File: src/rtl/htu_req_arb.sv
// htu_req_arb: shares the single htu_pipe bank-request port among 3 channels.
// Each channel owns a small request FIFO. A round-robin arbiter picks a non-empty
// FIFO whenever the registered output slot can take a new entry. The granted
// channel is stamped into channel_1hot_id so isu responses route back correctly.

package htu_req_arb_pkg;
    typedef struct packed {
        logic [31:0] addr;
        logic        is_write;
        logic [2:0]  channel_1hot_id;
    } bank_req_t;
endpackage

module htu_req_arb
    import htu_req_arb_pkg::*;
#(
    parameter int FIFO_DEPTH = 2,
    parameter int WBUF_W     = 4
) (
    input  logic                   clk,
    input  logic                   rst_n,
    input  logic [2:0]             ch_req_valid,
    output logic [2:0]             ch_req_ready,
    input  bank_req_t [2:0]        ch_req,
    input  logic [2:0][WBUF_W-1:0] ch_req_wbuf_id,
    output logic                   d_bank_req_valid,
    input  logic                   d_bank_req_ready,
    output bank_req_t              d_bank_req,
    output logic [WBUF_W-1:0]      d_bank_req_wbuf_id,
    output logic [2:0]             d_grant_1hot
);

    localparam int PTR_W = (FIFO_DEPTH > 1) ? $clog2(FIFO_DEPTH) : 1;
    localparam int CNT_W = PTR_W + 1;
    localparam logic [PTR_W-1:0] PTR_INC  = PTR_W'(1);
    localparam logic [CNT_W-1:0] CNT_INC  = CNT_W'(1);
    localparam logic [CNT_W-1:0] CNT_ZERO = CNT_W'(0);
    localparam logic [CNT_W-1:0] CNT_FULL = CNT_W'(FIFO_DEPTH);

    // Next index in the 0 -> 1 -> 2 -> 0 round-robin ring.
    function automatic logic [1:0] rr_next(input logic [1:0] idx);
        logic [1:0] nxt;
        case (idx)
            2'd0:    nxt = 2'd1;
            2'd1:    nxt = 2'd2;
            default: nxt = 2'd0;
        endcase
        return nxt;
    endfunction

    // Per-channel FIFO storage and bookkeeping.
    bank_req_t         mem_req_r  [3][FIFO_DEPTH];
    logic [WBUF_W-1:0] mem_wbuf_r [3][FIFO_DEPTH];
    logic [PTR_W-1:0]  wr_ptr_r   [3];
    logic [PTR_W-1:0]  rd_ptr_r   [3];
    logic [CNT_W-1:0]  cnt_r      [3];

    // Output slot and arbitration history.
    logic              valid_r;
    bank_req_t         req_r;
    logic [WBUF_W-1:0] wbuf_r;
    logic [2:0]        grant_r;
    logic [1:0]        rr_last_r;

    logic [2:0]        full_s;
    logic [2:0]        nonempty_s;
    logic [2:0]        push_s;
    logic [2:0]        pop_s;
    logic              slot_free_s;
    logic              grant_found_s;
    logic [1:0]        grant_idx_s;
    logic              do_grant_s;
    logic [2:0]        grant_1hot_s;
    bank_req_t         head_req_s;
    logic [WBUF_W-1:0] head_wbuf_s;

    // FIFO status: ready depends only on fullness, never on the incoming valid.
    always_comb begin
        full_s     = 3'b000;
        nonempty_s = 3'b000;
        for (int i = 0; i < 3; i++) begin
            full_s[i]     = (cnt_r[i] == CNT_FULL);
            nonempty_s[i] = (cnt_r[i] != CNT_ZERO);
        end
        ch_req_ready = ~full_s;
        push_s       = ch_req_valid & ~full_s;
    end

    // Round-robin search starting after the last granted channel.
    always_comb begin
        logic [1:0] cand;
        grant_found_s = 1'b0;
        grant_idx_s   = 2'd0;
        cand          = rr_next(rr_last_r);
        for (int k = 0; k < 3; k++) begin
            if (!grant_found_s && nonempty_s[cand]) begin
                grant_found_s = 1'b1;
                grant_idx_s   = cand;
            end else begin
                grant_found_s = grant_found_s;
            end
            cand = rr_next(cand);
        end
    end

    // Slot handshake, pop selection and the stamped head payload.
    always_comb begin
        slot_free_s  = !valid_r || d_bank_req_ready;
        do_grant_s   = slot_free_s && grant_found_s;
        grant_1hot_s = 3'b001 << grant_idx_s;
        if (do_grant_s) begin
            pop_s = grant_1hot_s;
        end else begin
            pop_s = 3'b000;
        end
        head_req_s                 = mem_req_r[grant_idx_s][rd_ptr_r[grant_idx_s]];
        head_req_s.channel_1hot_id = grant_1hot_s;
        head_wbuf_s                = mem_wbuf_r[grant_idx_s][rd_ptr_r[grant_idx_s]];
    end

    // FIFO pointers, counts and storage; simultaneous push and pop keep the count.
    always_ff @(posedge clk or negedge rst_n) begin
        if (!rst_n) begin
            for (int i = 0; i < 3; i++) begin
                wr_ptr_r[i] <= '0;
                rd_ptr_r[i] <= '0;
                cnt_r[i]    <= CNT_ZERO;
                for (int j = 0; j < FIFO_DEPTH; j++) begin
                    mem_req_r[i][j]  <= '0;
                    mem_wbuf_r[i][j] <= '0;
                end
            end
        end else begin
            for (int i = 0; i < 3; i++) begin
                if (push_s[i]) begin
                    mem_req_r[i][wr_ptr_r[i]]  <= ch_req[i];
                    mem_wbuf_r[i][wr_ptr_r[i]] <= ch_req_wbuf_id[i];
                    wr_ptr_r[i]                <= wr_ptr_r[i] + PTR_INC;
                end
                if (pop_s[i]) begin
                    rd_ptr_r[i] <= rd_ptr_r[i] + PTR_INC;
                end
                case ({push_s[i], pop_s[i]})
                    2'b10:   cnt_r[i] <= cnt_r[i] + CNT_INC;
                    2'b01:   cnt_r[i] <= cnt_r[i] - CNT_INC;
                    default: cnt_r[i] <= cnt_r[i];
                endcase
            end
        end
    end

    // Output slot: load on grant, empty when nothing pending, hold under back-pressure.
    always_ff @(posedge clk or negedge rst_n) begin
        if (!rst_n) begin
            valid_r   <= 1'b0;
            req_r     <= '0;
            wbuf_r    <= '0;
            grant_r   <= 3'b000;
            rr_last_r <= 2'd2;
        end else if (do_grant_s) begin
            valid_r   <= 1'b1;
            req_r     <= head_req_s;
            wbuf_r    <= head_wbuf_s;
            grant_r   <= grant_1hot_s;
            rr_last_r <= grant_idx_s;
        end else if (slot_free_s) begin
            valid_r <= 1'b0;
            grant_r <= 3'b000;
        end
    end

    assign d_bank_req_valid   = valid_r;
    assign d_bank_req         = req_r;
    assign d_bank_req_wbuf_id = wbuf_r;
    assign d_grant_1hot       = grant_r;

endmodule
File: config.mk
export PLATFORM = sky130hd
export DESIGN_NAME = htu_req_arb
export DESIGN_NICKNAME = d
export VERILOG_FILES = /design/src/rtl/htu_req_arb.sv
export SDC_FILE = /design/constraint.sdc
export NUM_CORES = 1
export LEC_CHECK = 0
export ABC_AREA = 1
export CORE_MARGIN = 5
export CORE_UTILIZATION = 55
export DETAILED_ROUTE_END_ITERATION = 8
export PLACE_DENSITY = 0.79
export SLEW_MARGIN = 0
export SYNTH_ARGS = -nofsm -noshare
export SYNTH_HDL_FRONTEND = slang
export SYNTH_SLANG_ARGS = --single-unit
File: constraint.sdc
create_clock -name clk -period 4.2 [get_ports clk]
set_clock_uncertainty 0.2 [all_clocks]
set_input_delay 0.63 -clock clk [delete_from_list [all_inputs] [get_ports clk]]
set_output_delay 0.63 -clock clk [all_outputs]
set_load 0.05 [all_outputs]
-- Word-level counts from Yosys, hierarchy flattened
Index checks and enable logic that the tools add are counted.
- register bits: 298
- bits in latches: 0
- bits in writable memories: 0
- memory bits (read-only): 0
- input port bits: 126
- logic and storage cells: 159
- memories: 0
- add/sub/neg operators: 12
- multiply operators: 0
- divide/modulo/power cells: 0
- order comparisons: 11
- equal/unequal tests: 12
- shift operators: 1
- multiplexer cells: 56
- bitwise logic cells: 7
- reductions and logical operators: 20
- operator list (operator ; count):
    $bwmux 72 ; 3
    $mux 36 ; 6
    $bmux 72 s2 ; 1
    $mux 72 ; 2
    $demux 36 s1 ; 3
    $bwmux 8 ; 3
    $mux 4 ; 6
    $pmux 2 s2 ; 6
    $bmux 8 s2 ; 1
    $mux 8 ; 2
    $reduce_bool 2->1 ; 7
    $demux 4 s1 ; 3
    $eq 2x1->1 const B ; 6
    $eq 2x2->1 const B ; 6
    $mux 1 ; 10
    $lt 2x3->1 const B ; 3
    $mux 3 ; 3
    $bmux 1 s2 ; 4
    $ge 2x2->1 const B ; 4
    $not 1->2 ; 4
    $add 1x1->1 const B ; 6
    $add 2x1->2 const B ; 3
    $logic_and 1x1->1 ; 6
    $logic_not 2->1 ; 3
    other kinds (10) ; 18

-- Logic depth before layout (Yosys ltp)
Gate-level depths: netlist of run 1.
- word-level depth: 19
- depth in mapped cells: 17
- depth with buffers taken out: 15

-- Worst setup path after synthesis of run 1
OpenSTA, ideal clock, no wires.
- path type: register to register
- start point: register rr_last_r[1]
- end point: register cnt_r[5] (netlist name)
- setup time: 131 ps
- data arrival time: 2171 ps
- data required time: 3869 ps
- slack: 1698 ps
- stages on the path, launching flop included: 15
- buffers on the path: 1
- period minus slack after synthesis: 2502 ps
- cells stage by stage: dfstp_2 > nor2_2 > nand2_1 > nand3_1 > nor2_2 > nand3_1 > nand2_2 > inv_2 > buf_2 > nand3_1 > inv_1 > ha_1 > a21oi_1 > o21ai_0 > xor2_1
- word-level cells in the longest chain between the ends: 15
- elaborated cells between the ends (all ways): 32
- those cells by class: 5 x eq/ne; 1 x shift; 17 x mux; 9 x reduce/logical
- RTL lines (item ; RTL line ; text):
    start: declaration ; 63 ; logic [1:0] rr_last_r;
    start signal: assignment ; 165 ; rr_last_r <= grant_idx_s;
    $eq 2x1->1 or $logic_not 2->1 (tied branches) ; 43 ; case (idx)
    $pmux 2 s2 * ; 43 ;
    branches (longest 10 deep; another with $shl 1x2->3) ; n/a ;
    $mux 3 * ; 111 ; if (do_grant_s) begin
    named net pop_s[0] ; 68 ; logic [2:0] pop_s;
    $eq 2x1->1 or $eq 2x2->1 (tied branches) ; 143 ; case ({push_s[i], pop_s[i]})
    $pmux 2 s2 or $reduce_bool 2->1 (tied branches) ; n/a ;
    end signal: indexed assignment ; 144 ; 2'b10: cnt_r[i] <= cnt_r[i] + CNT_INC;
    end signal: indexed assignment ; 145 ; 2'b01: cnt_r[i] <= cnt_r[i] - CNT_INC;
    end signal: indexed assignment ; 146 ; default: cnt_r[i] <= cnt_r[i];
    end: declaration ; 56 ; logic [CNT_W-1:0] cnt_r [3];
Mark *: on every way through the listed nets, which the timed path passes. The select of a mux whose other input is x is not followed.
A chain may end at the register's enable or synchronous reset.

-- Final worst setup path of run 1
- start point: register rr_last_r[1]
- end point: register req_r (netlist bit d_bank_req[7])
- word-level cells in the longest chain between the ends: 19
- elaborated cells between the ends (all ways): 37
- those cells by class: 3 x eq/ne; 24 x mux; 2 x bitwise; 8 x reduce/logical
- RTL lines (item ; RTL line ; text):
    $eq 2x1->1 or $logic_not 2->1 (tied branches) ; 43 ;
    $pmux 2 s2 * ; 43 ;
    branches (longest 17 deep; another with $not 2->3) ; n/a ;
    end signal: assignment ; 162 ; req_r <= head_req_s;
    end: declaration ; 60 ; bank_req_t req_r;
Every way passes the cells marked *. The select of a mux whose other input is x is not followed.

==> results of run 1 <==
## placed cells by master (no fill, tap or decap), types with 5 or more instances in the layout
| cell | count |
|---|---|
| sky130_fd_sc_hd__nand2_1 | 704 |
| sky130_fd_sc_hd__dfrtp_1 | 279 |
| sky130_fd_sc_hd__inv_1 | 272 |
| sky130_fd_sc_hd__o21ai_0 | 229 |
| sky130_fd_sc_hd__clkdlybuf4s50_1 | 162 |
| sky130_fd_sc_hd__nand3_1 | 159 |
| sky130_fd_sc_hd__clkbuf_16 | 29 |
| sky130_fd_sc_hd__buf_4 | 18 |
| sky130_fd_sc_hd__nor2_1 | 9 |
| sky130_fd_sc_hd__nand2_2 | 6 |
| sky130_fd_sc_hd__clkbuf_8 | 6 |
| sky130_fd_sc_hd__xor2_1 | 5 |
| sky130_fd_sc_hd__clkbuf_1 | 5 |
| sky130_fd_sc_hd__clkinv_2 | 5 |
## worst min path at each step
stage	to	cells after the start	slack, ns	start
finish	rd_ptr_r[0]	1	0.27	rd_ptr_r[0]
global route	d_bank_req[22]	2	0.29	d_bank_req[22]
CTS	rd_ptr_r[0]	1	0.27	rd_ptr_r[0]
detailed placement	rd_ptr_r[0]	1	0.26	rd_ptr_r[0]
global placement	rd_ptr_r[1]	1	0.26	rd_ptr_r[1]
floorplan	cnt_r[0]	0	0.13	rst_n
## timing repair
item	in CTS	in global routing
hold endpoints to repair	44	0
hold buffers	1	0
endpoints found under the setup margin	0	0
## per-layer routing
metal	share of wire [%]	wire (microns)	vias to the layer above
met5	0.057	20	-
met4	3.2	1130	2
met3	7.1	2480	84
met2	47	16400	443
met1	43	14900	5378
li1	-	-	5696
## final cells by class
cell class              instances  area (sq um)
flip-flops and latches        280          7010
fillers                      2009          8110
clock inverters                 8          72.6
clock buffers                  40           827
inverters                     276          1040
repair buffers                185          1840
multi-input cells            1134          4880
well taps                     324           405
## state kept, by name, summed over array words and instances, names as in the netlist, 2 cells and up
register,flops
mem_req_r,198
wr_ptr_r,3
mem_wbuf_r,24
d_bank_req,36
rd_ptr_r,3
d_bank_req_wbuf_id,4
cnt_r,6
d_grant_1hot,3
rr_last_r,2
## kinds of logic (layout without fill, tap and decap cells)
kind of cell,Yosys count,in the layout,synth area share (%)
flip-flops,280,280,52.3
buffers and inverters,378,509,11.5
AND/OR/NAND/NOR,888,888,26.6
adder cells (fa/ha/maj),3,3,0.280
XOR/XNOR,9,9,0.588
AO/OA/AOI/OAI,234,234,8.75
## where the power goes
part	leakage, nW	internal, mW	total [mW]	switching (mW)
Clock	0.449	1.42	2.46	1.03
Combinational	4.72	2.66	8.24	5.57
Sequential	3.49	4.01	4.72	0.707
Total	8.65	8.09	15.4	7.31
## critical path, cell delays in order (launching register included)
cell	delay, ns
sky130_fd_sc_hd__dfstp_2	0.60
sky130_fd_sc_hd__nor2_2	0.09
sky130_fd_sc_hd__nand2_1	0.07
sky130_fd_sc_hd__o21ai_1	0.09
sky130_fd_sc_hd__nor2_1	0.17
sky130_fd_sc_hd__nand3_2	0.13
sky130_fd_sc_hd__nand2_2	0.35
sky130_fd_sc_hd__nand2_1	0.16
sky130_fd_sc_hd__nand3_1	0.12
sky130_fd_sc_hd__nand2_2	0.58
sky130_fd_sc_hd__nand2_1	0.22
sky130_fd_sc_hd__nand2_1	0.15
sky130_fd_sc_hd__nand2_1	0.09
sky130_fd_sc_hd__nand2_1	0.05
## per-stage QoR
stage / power, mW / worst slack [ns] / hold slack, ns / instances
CTS: 15.5 / 0.984 / 0.273 / 2247
finish: 15.4 / 1.01 / 0.274 / 2247
floorplan: 10.8 / 1.70 / 0.134 / 1792
global route: 16.8 / 0.641 / 0.290 / 2247
detailed placement: 12.9 / 0.933 / 0.257 / 2198
global placement: 12.7 / 0.952 / 0.257 / 2198
==> key figures, run 1 <==
Global route
  – Met1 usage in global routing: 34.3%
  – Global routing usage on met2: 42.6%
  – Overflow left after global routing: 0
  – Via count of the first global-routing pass: 11669
  – Wire length of the first global-routing pass: 58200 microns
  – Global routing usage on met3: 4.17%
  – Number of antenna violations at the first check in global routing: 1
  – Tot GR Track Use: 25.5%
  – Pin count of the biggest net entering global routing: 111
  – GRT Max-Usage Layer: met2

Drt
  – Routed WL per cell: 15.6 microns
  – DRC: 0
  – Total detailed-routing wirelength: 34900 microns
  – Total number of vias: 11603
  – Count of nets left with antenna violations after detail routing: 0
  – First-pass iteration count of the detailed router: 5
  – Average via count per standard cell: 5.16
  – 1st-iter DRT viols: 897

Synthesis
  – Most instantiated flip-flop cell in the synthesis netlist: sky130_fd_sc_hd__dfrtp_1
  – Number of flops mapped to enable cells by yosys: 0
  – Top cell type's share of synthesized area: 52.1%
  – Most frequent cell after synthesis: sky130_fd_sc_hd__nand2_1
  – Fraction of the yosys area taken by sequential cells: 52.3%
  – Instance count of the mapped netlist: 1792
  – Largest area contributor in the netlist: sky130_fd_sc_hd__dfrtp_1
  – Synthesized flop and latch total: 280
  – Most used standard cells in the synthesized netlist: 706 x sky130_fd_sc_hd__nand2_1, 279 x sky130_fd_sc_hd__dfrtp_1, 273 x sky130_fd_sc_hd__inv_1
  – Synth Cell Area: 0.0134 sq mm
  – Post-synth ARST share: 100%
  – Post-Syn Nets: 1921
  – Cell types occupying the most area after synthesis: sky130_fd_sc_hd__dfrtp_1 52%, sky130_fd_sc_hd__nand2_1 20%, sky130_fd_sc_hd__o21ai_0 8.5%
  – Synthesized area per cell: 7.48 sq um
  – Warning count from the yosys run: 0
  – Library cells used by synthesis: 23

Placed design
  – IO buf count: 163
  – Placed Area: 0.0152 sq mm
  – Placer's final routability congestion estimate: 0.876
  – Half-perimeter wire length after placement: 22700 microns

Floorplanning
  – Total die area: 0.0276 sq mm
  – Die span in x: 166 microns
  – Io pins: 173
  – Die height: 166 microns
  – Core ar.: 0.0242 sq mm
  – Number of placement rows: 57
  – Starting density of the core: 55.5%

Hold path
  – Worst hold-check path type: reg -> reg

Clock tree
  – Clock Root Buffer: sky130_fd_sc_hd__clkbuf_16
  – Max clock buf depth: 3
  – Number of buffers inserted to repair setup after CTS: 0
  – Total clock buffers created by CTS: 29
  – Clock latency reported for the late side of the worst-skew pair: 0.55 ns
  – Clock sink count: 280
  – Clock-pin slew on the worst setup and hold paths: 0.06 ns
  – CTS H-Tree Depth: 1
  – CTS resizes: 0
  – TritonCTS clock tree: yes

Run status
  – Result of the run: completed

STA
  – Setup violators final: 0
  – Hold Vio Cnt, Final: 0
  – Relative slew slack: 32.9%
  – Transition time at the pin with the least slew margin: 1.00 ns
  – Accumulated negative setup slack: 0 ns
  – Final period demand of the worst path: 3.19 ns
  – Unrepaired setup endpoints after global routing: no
  – Fmax achieved: 313 MHz
  – Fin. max-slew vios: 0
  – Final period util: 76.0%

Finish
  – Area of all placed cells without fillers: 0.0161 sq mm
  – Final Util: 66.5%
  – Proportion of layout cells with a drive suffix above 1: 4.42%
  – Number of antenna diodes: 0
  – Synth-to-Final Area Change: 19.8%
  – NumNets Final: 2035

Critical path
  – Endpoint of the worst setup timing path: d_bank_req[7]
  – R2r worst-path depth: 13
  – CP Data Arrival Time: 3.42 ns
  – Setup crit start: rr_last_r[1]
  – Reg-to-Reg Start: rr_last_r[1]
  – Peak fanout along the critical path: 37
  – Crit path kind: reg -> reg
  – R2r endpoint: d_bank_req[7]
  – Kind of launch point of the worst setup path: flop
  – Reg2Reg Setup Slack: 1.01 ns
  – Kind of end point of the critical path: flop
  – Required arrival time at the worst endpoint: 4.42 ns

Power and ir drop
  – VDD IR-drop max: 0.000897 V
  – LEAKAGE: 8.65 nW
  – Power per Cell Area: 959 mW/mm^2

Run
  – Max-Cap Viols: 0
(Power assumes the default switching activity.)
==> run 2: changes to the inputs <==
==> constraint.sdc (replaced) <==
create_clock -name clk -period 3.07 [get_ports clk]
set_clock_uncertainty 0.2 [all_clocks]
set_input_delay 0.4605 -clock clk [delete_from_list [all_inputs] [get_ports clk]]
set_output_delay 0.4605 -clock clk [all_outputs]
set_load 0.05 [all_outputs]
==> key figures, run 2 (same netlist as run 1, synthesis figures left out) <==
Run status
  – Result of the run: completed (unchanged)

STA
  – Relative slew slack: 54.4% (was 32.9%)
  – Setup violators final: 0 (unchanged)
  – Fin. max-slew vios: 0 (unchanged)
  – Accumulated negative setup slack: 0 ns (unchanged)
  – Transition time at the pin with the least slew margin: 0.684 ns (was 1.00 ns)
  – Final period demand of the worst path: 2.78 ns (was 3.19 ns)
  – Hold slack: 0.275 ns (was 0.274 ns)
  – Unrepaired setup endpoints after global routing: no (unchanged)
  – Fmax achieved: 360 MHz (was 313 MHz)
  – Hold Vio Cnt, Final: 0 (unchanged)
  – Final period util: 90.4% (was 76.0%)

Floorplanning
  – Total die area: 0.0276 sq mm (unchanged)
  – Die height: 166 microns (unchanged)
  – Starting density of the core: 55.5% (unchanged)
  – Io pins: 173 (unchanged)
  – Core ar.: 0.0242 sq mm (unchanged)
  – Number of placement rows: 57 (unchanged)
  – Die span in x: 166 microns (unchanged)

Global route
  – Pin count of the biggest net entering global routing: 75 (was 111)
  – Wire length of the first global-routing pass: 59300 microns (was 58200 microns)
  – Overflow left after global routing: 0 (unchanged)
  – Via count of the first global-routing pass: 11588 (was 11669)
  – Tot GR Track Use: 25.9% (was 25.5%)
  – Number of antenna violations at the first check in global routing: 1 (unchanged)

Clock tree
  – Clock-pin slew on the worst setup and hold paths: 0.06 ns (about the same)
  – TritonCTS clock tree: yes (unchanged)
  – Max clock buf depth: 3 (unchanged)
  – Clock latency reported for the late side of the worst-skew pair: 0.55 ns (about the same)
  – Number of buffers inserted to repair setup after CTS: 0 (unchanged)
  – CTS resizes: 0 (unchanged)
  – CTS H-Tree Depth: 1 (unchanged)
  – Total clock buffers created by CTS: 30 (was 29)
  – Clock Root Buffer: sky130_fd_sc_hd__clkbuf_16 (unchanged)
  – Clock sink count: 280 (unchanged)

Finish
  – Most common cell after layout, fill and taps aside: sky130_fd_sc_hd__nand2_1 (unchanged)
  – Proportion of layout cells with a drive suffix above 1: 5.06% (was 4.42%)
  – Top library cells by usage in the layout, fill and taps aside: 704 x sky130_fd_sc_hd__nand2_1, 279 x sky130_fd_sc_hd__dfrtp_1, 272 x sky130_fd_sc_hd__inv_1 (unchanged)
  – Flip-flop count of the largest register, all copies and words added: 198 (unchanged)
  – Final Util: 67.7% (was 66.5%)
  – NumNets Final: 2043 (was 2035)
  – Synth-to-Final Area Change: 22.0% (was 19.8%)
  – Number of antenna diodes: 0 (unchanged)
  – Count of non-filler cells in the finished layout: 2261 (was 2247)
  – Register containing the most flip-flops in the final layout: mem_req_r (unchanged)

Critical path
  – Reg-to-Reg Start: rr_last_r[1] (unchanged)
  – Peak fanout along the critical path: 54 (was 37)
  – CP Data Arrival Time: 3.05 ns (was 3.42 ns)
  – Kind of end point of the critical path: flop (unchanged)
  – Kind of launch point of the worst setup path: flop (unchanged)
  – Setup crit start: rr_last_r[1] (unchanged)
  – Crit path kind: reg -> reg (unchanged)
  – R2r worst-path depth: 13 (unchanged)
  – Required arrival time at the worst endpoint: 3.35 ns (was 4.42 ns)

Hold path
  – Hold Crit Start: d_bank_req[24] (was rd_ptr_r[0])
  – Number of stages on the worst hold path: 2 (was 1)
  – Worst hold-check path type: reg -> reg (unchanged)

Placed design
  – Placer's final routability congestion estimate: 0.844 (was 0.876)
  – Half-perimeter wire length after placement: 23300 microns (was 22700 microns)
  – IO buf count: 163 (unchanged)
  – Number of cells in the design after placement: 2205 (was 2198)

Drt
  – Average via count per standard cell: 5.22 (was 5.16)
  – First-pass iteration count of the detailed router: 6 (was 5)
  – DRC: 0 (unchanged)
  – Routed WL per cell: 15.8 microns (was 15.6 microns)
  – Total detailed-routing wirelength: 35800 microns (was 34900 microns)
  – 1st-iter DRT viols: 1183 (was 897)
  – Total number of vias: 11800 (was 11603)
  – Count of nets left with antenna violations after detail routing: 0 (unchanged)

Power and ir drop
  – Net Sw Power: 10.1 mW (was 7.31 mW)
  – Total Power Consumption: 21.8 mW (was 15.4 mW)
  – Share of power burned in the clock network: 17.4% (was 15.9%)
  – LEAKAGE: 8.80 nW (was 8.65 nW)
  – Fraction of power consumed by sequential logic: 29.7% (was 30.6%)
  – Power per Cell Area: 1330 mW/mm^2 (was 959 mW/mm^2)
  – Combinational fraction of design power: 52.9% (was 53.5%)
  – Switching share of total power: 46.5% (was 47.5%)
  – VDD IR-drop max: 0.000947 V (was 0.000897 V)
  – Internal power consumption: 11.7 mW (was 8.09 mW)

Run
  – Max-Cap Viols: 0 (unchanged)
run 2: repair_timing:
item	in CTS	in global routing
hold endpoints to repair	68	0
hold buffers	1	0
endpoints found under the setup margin	0	0
run 2: worst max-delay path, cell delays in order, from the launching register on:
cell,delay (ns)
sky130_fd_sc_hd__dfstp_2,0.60
sky130_fd_sc_hd__nor2_2,0.07
sky130_fd_sc_hd__nand2_1,0.08
sky130_fd_sc_hd__nand2_1,0.07
sky130_fd_sc_hd__o211ai_1,0.27
sky130_fd_sc_hd__nand2_2,0.13
sky130_fd_sc_hd__inv_2,0.11
sky130_fd_sc_hd__buf_4,0.52
sky130_fd_sc_hd__nand3_1,0.17
sky130_fd_sc_hd__nand2_1,0.09
sky130_fd_sc_hd__nand2_1,0.05
sky130_fd_sc_hd__nand2_1,0.15
sky130_fd_sc_hd__nand2_1,0.09
sky130_fd_sc_hd__nand2_1,0.08
run 2: routing by layer:
layer,GRT usage (%),share of wire [%]
met1,35.9,44
met2,43.2,47
met3,3.64,6.3
met4,7.35,2.4
met5,0,0.036
run 2: power by group through the flow:
| stage | Sequential [mW] | Clock (mW) | Combinational, mW |
|---|---|---|---|
| 5_1_grt | 6.69 | 3.99 | 13.0 |
| 4_1_cts | 6.47 | 3.83 | 11.6 |
| 3_3_place_gp | 6.43 | 0 | 11.1 |
| 6_report | 6.48 | 3.79 | 11.5 |
| 3_5_place_dp | 6.50 | 0 | 11.5 |
| 2_1_floorplan | 7.08 | 0 | 7.68 |
run 2: area by class of cell:
type,instances,area [sq um]
clock buffers,44,895
clock inverters,11,155
fillers,2000,7820
inverters,276,1040
multi-input cells,1134,4880
flip-flops and latches,280,7010
well taps,324,405
repair buffers,192,1980
run 2: per-stage QoR:
| stage | area [sq um] | worst slack (ns) |
|---|---|---|
| after floorplan | 13400 | 0.568 |
| after global placement | 15300 | 0.430 |
| after detailed placement | 15300 | 0.348 |
| after CTS | 16400 | 0.332 |
| after global routing | 16400 | 0.0921 |
| final | 16400 | 0.294 |
run 2: path summary, 6_finish.rpt:
check                                       to  slack, ns
max in group asynchronous       d_bank_req[28]       1.59
worst min register to register  d_bank_req[24]       0.28
min in group asynchronous       mem_req_r[121]       0.29
worst max-delay path             d_bank_req[7]       0.29
worst min-delay path            d_bank_req[24]       0.28
worst max register to register   d_bank_req[7]       0.29
==> run 3: changes to the inputs <==
--- a/config.mk
+++ b/config.mk
@@ -8,6 +8,7 @@
 export ABC_AREA = 1
 export CORE_MARGIN = 5
 export CORE_UTILIZATION = 55
+export CTS_CLUSTER_SIZE = 24
 export DETAILED_ROUTE_END_ITERATION = 8
 export PLACE_DENSITY = 0.79
 export SLEW_MARGIN = 0
==> results of run 3 <==
The final DEF is identical to that of run 2; final timing and power are the same.
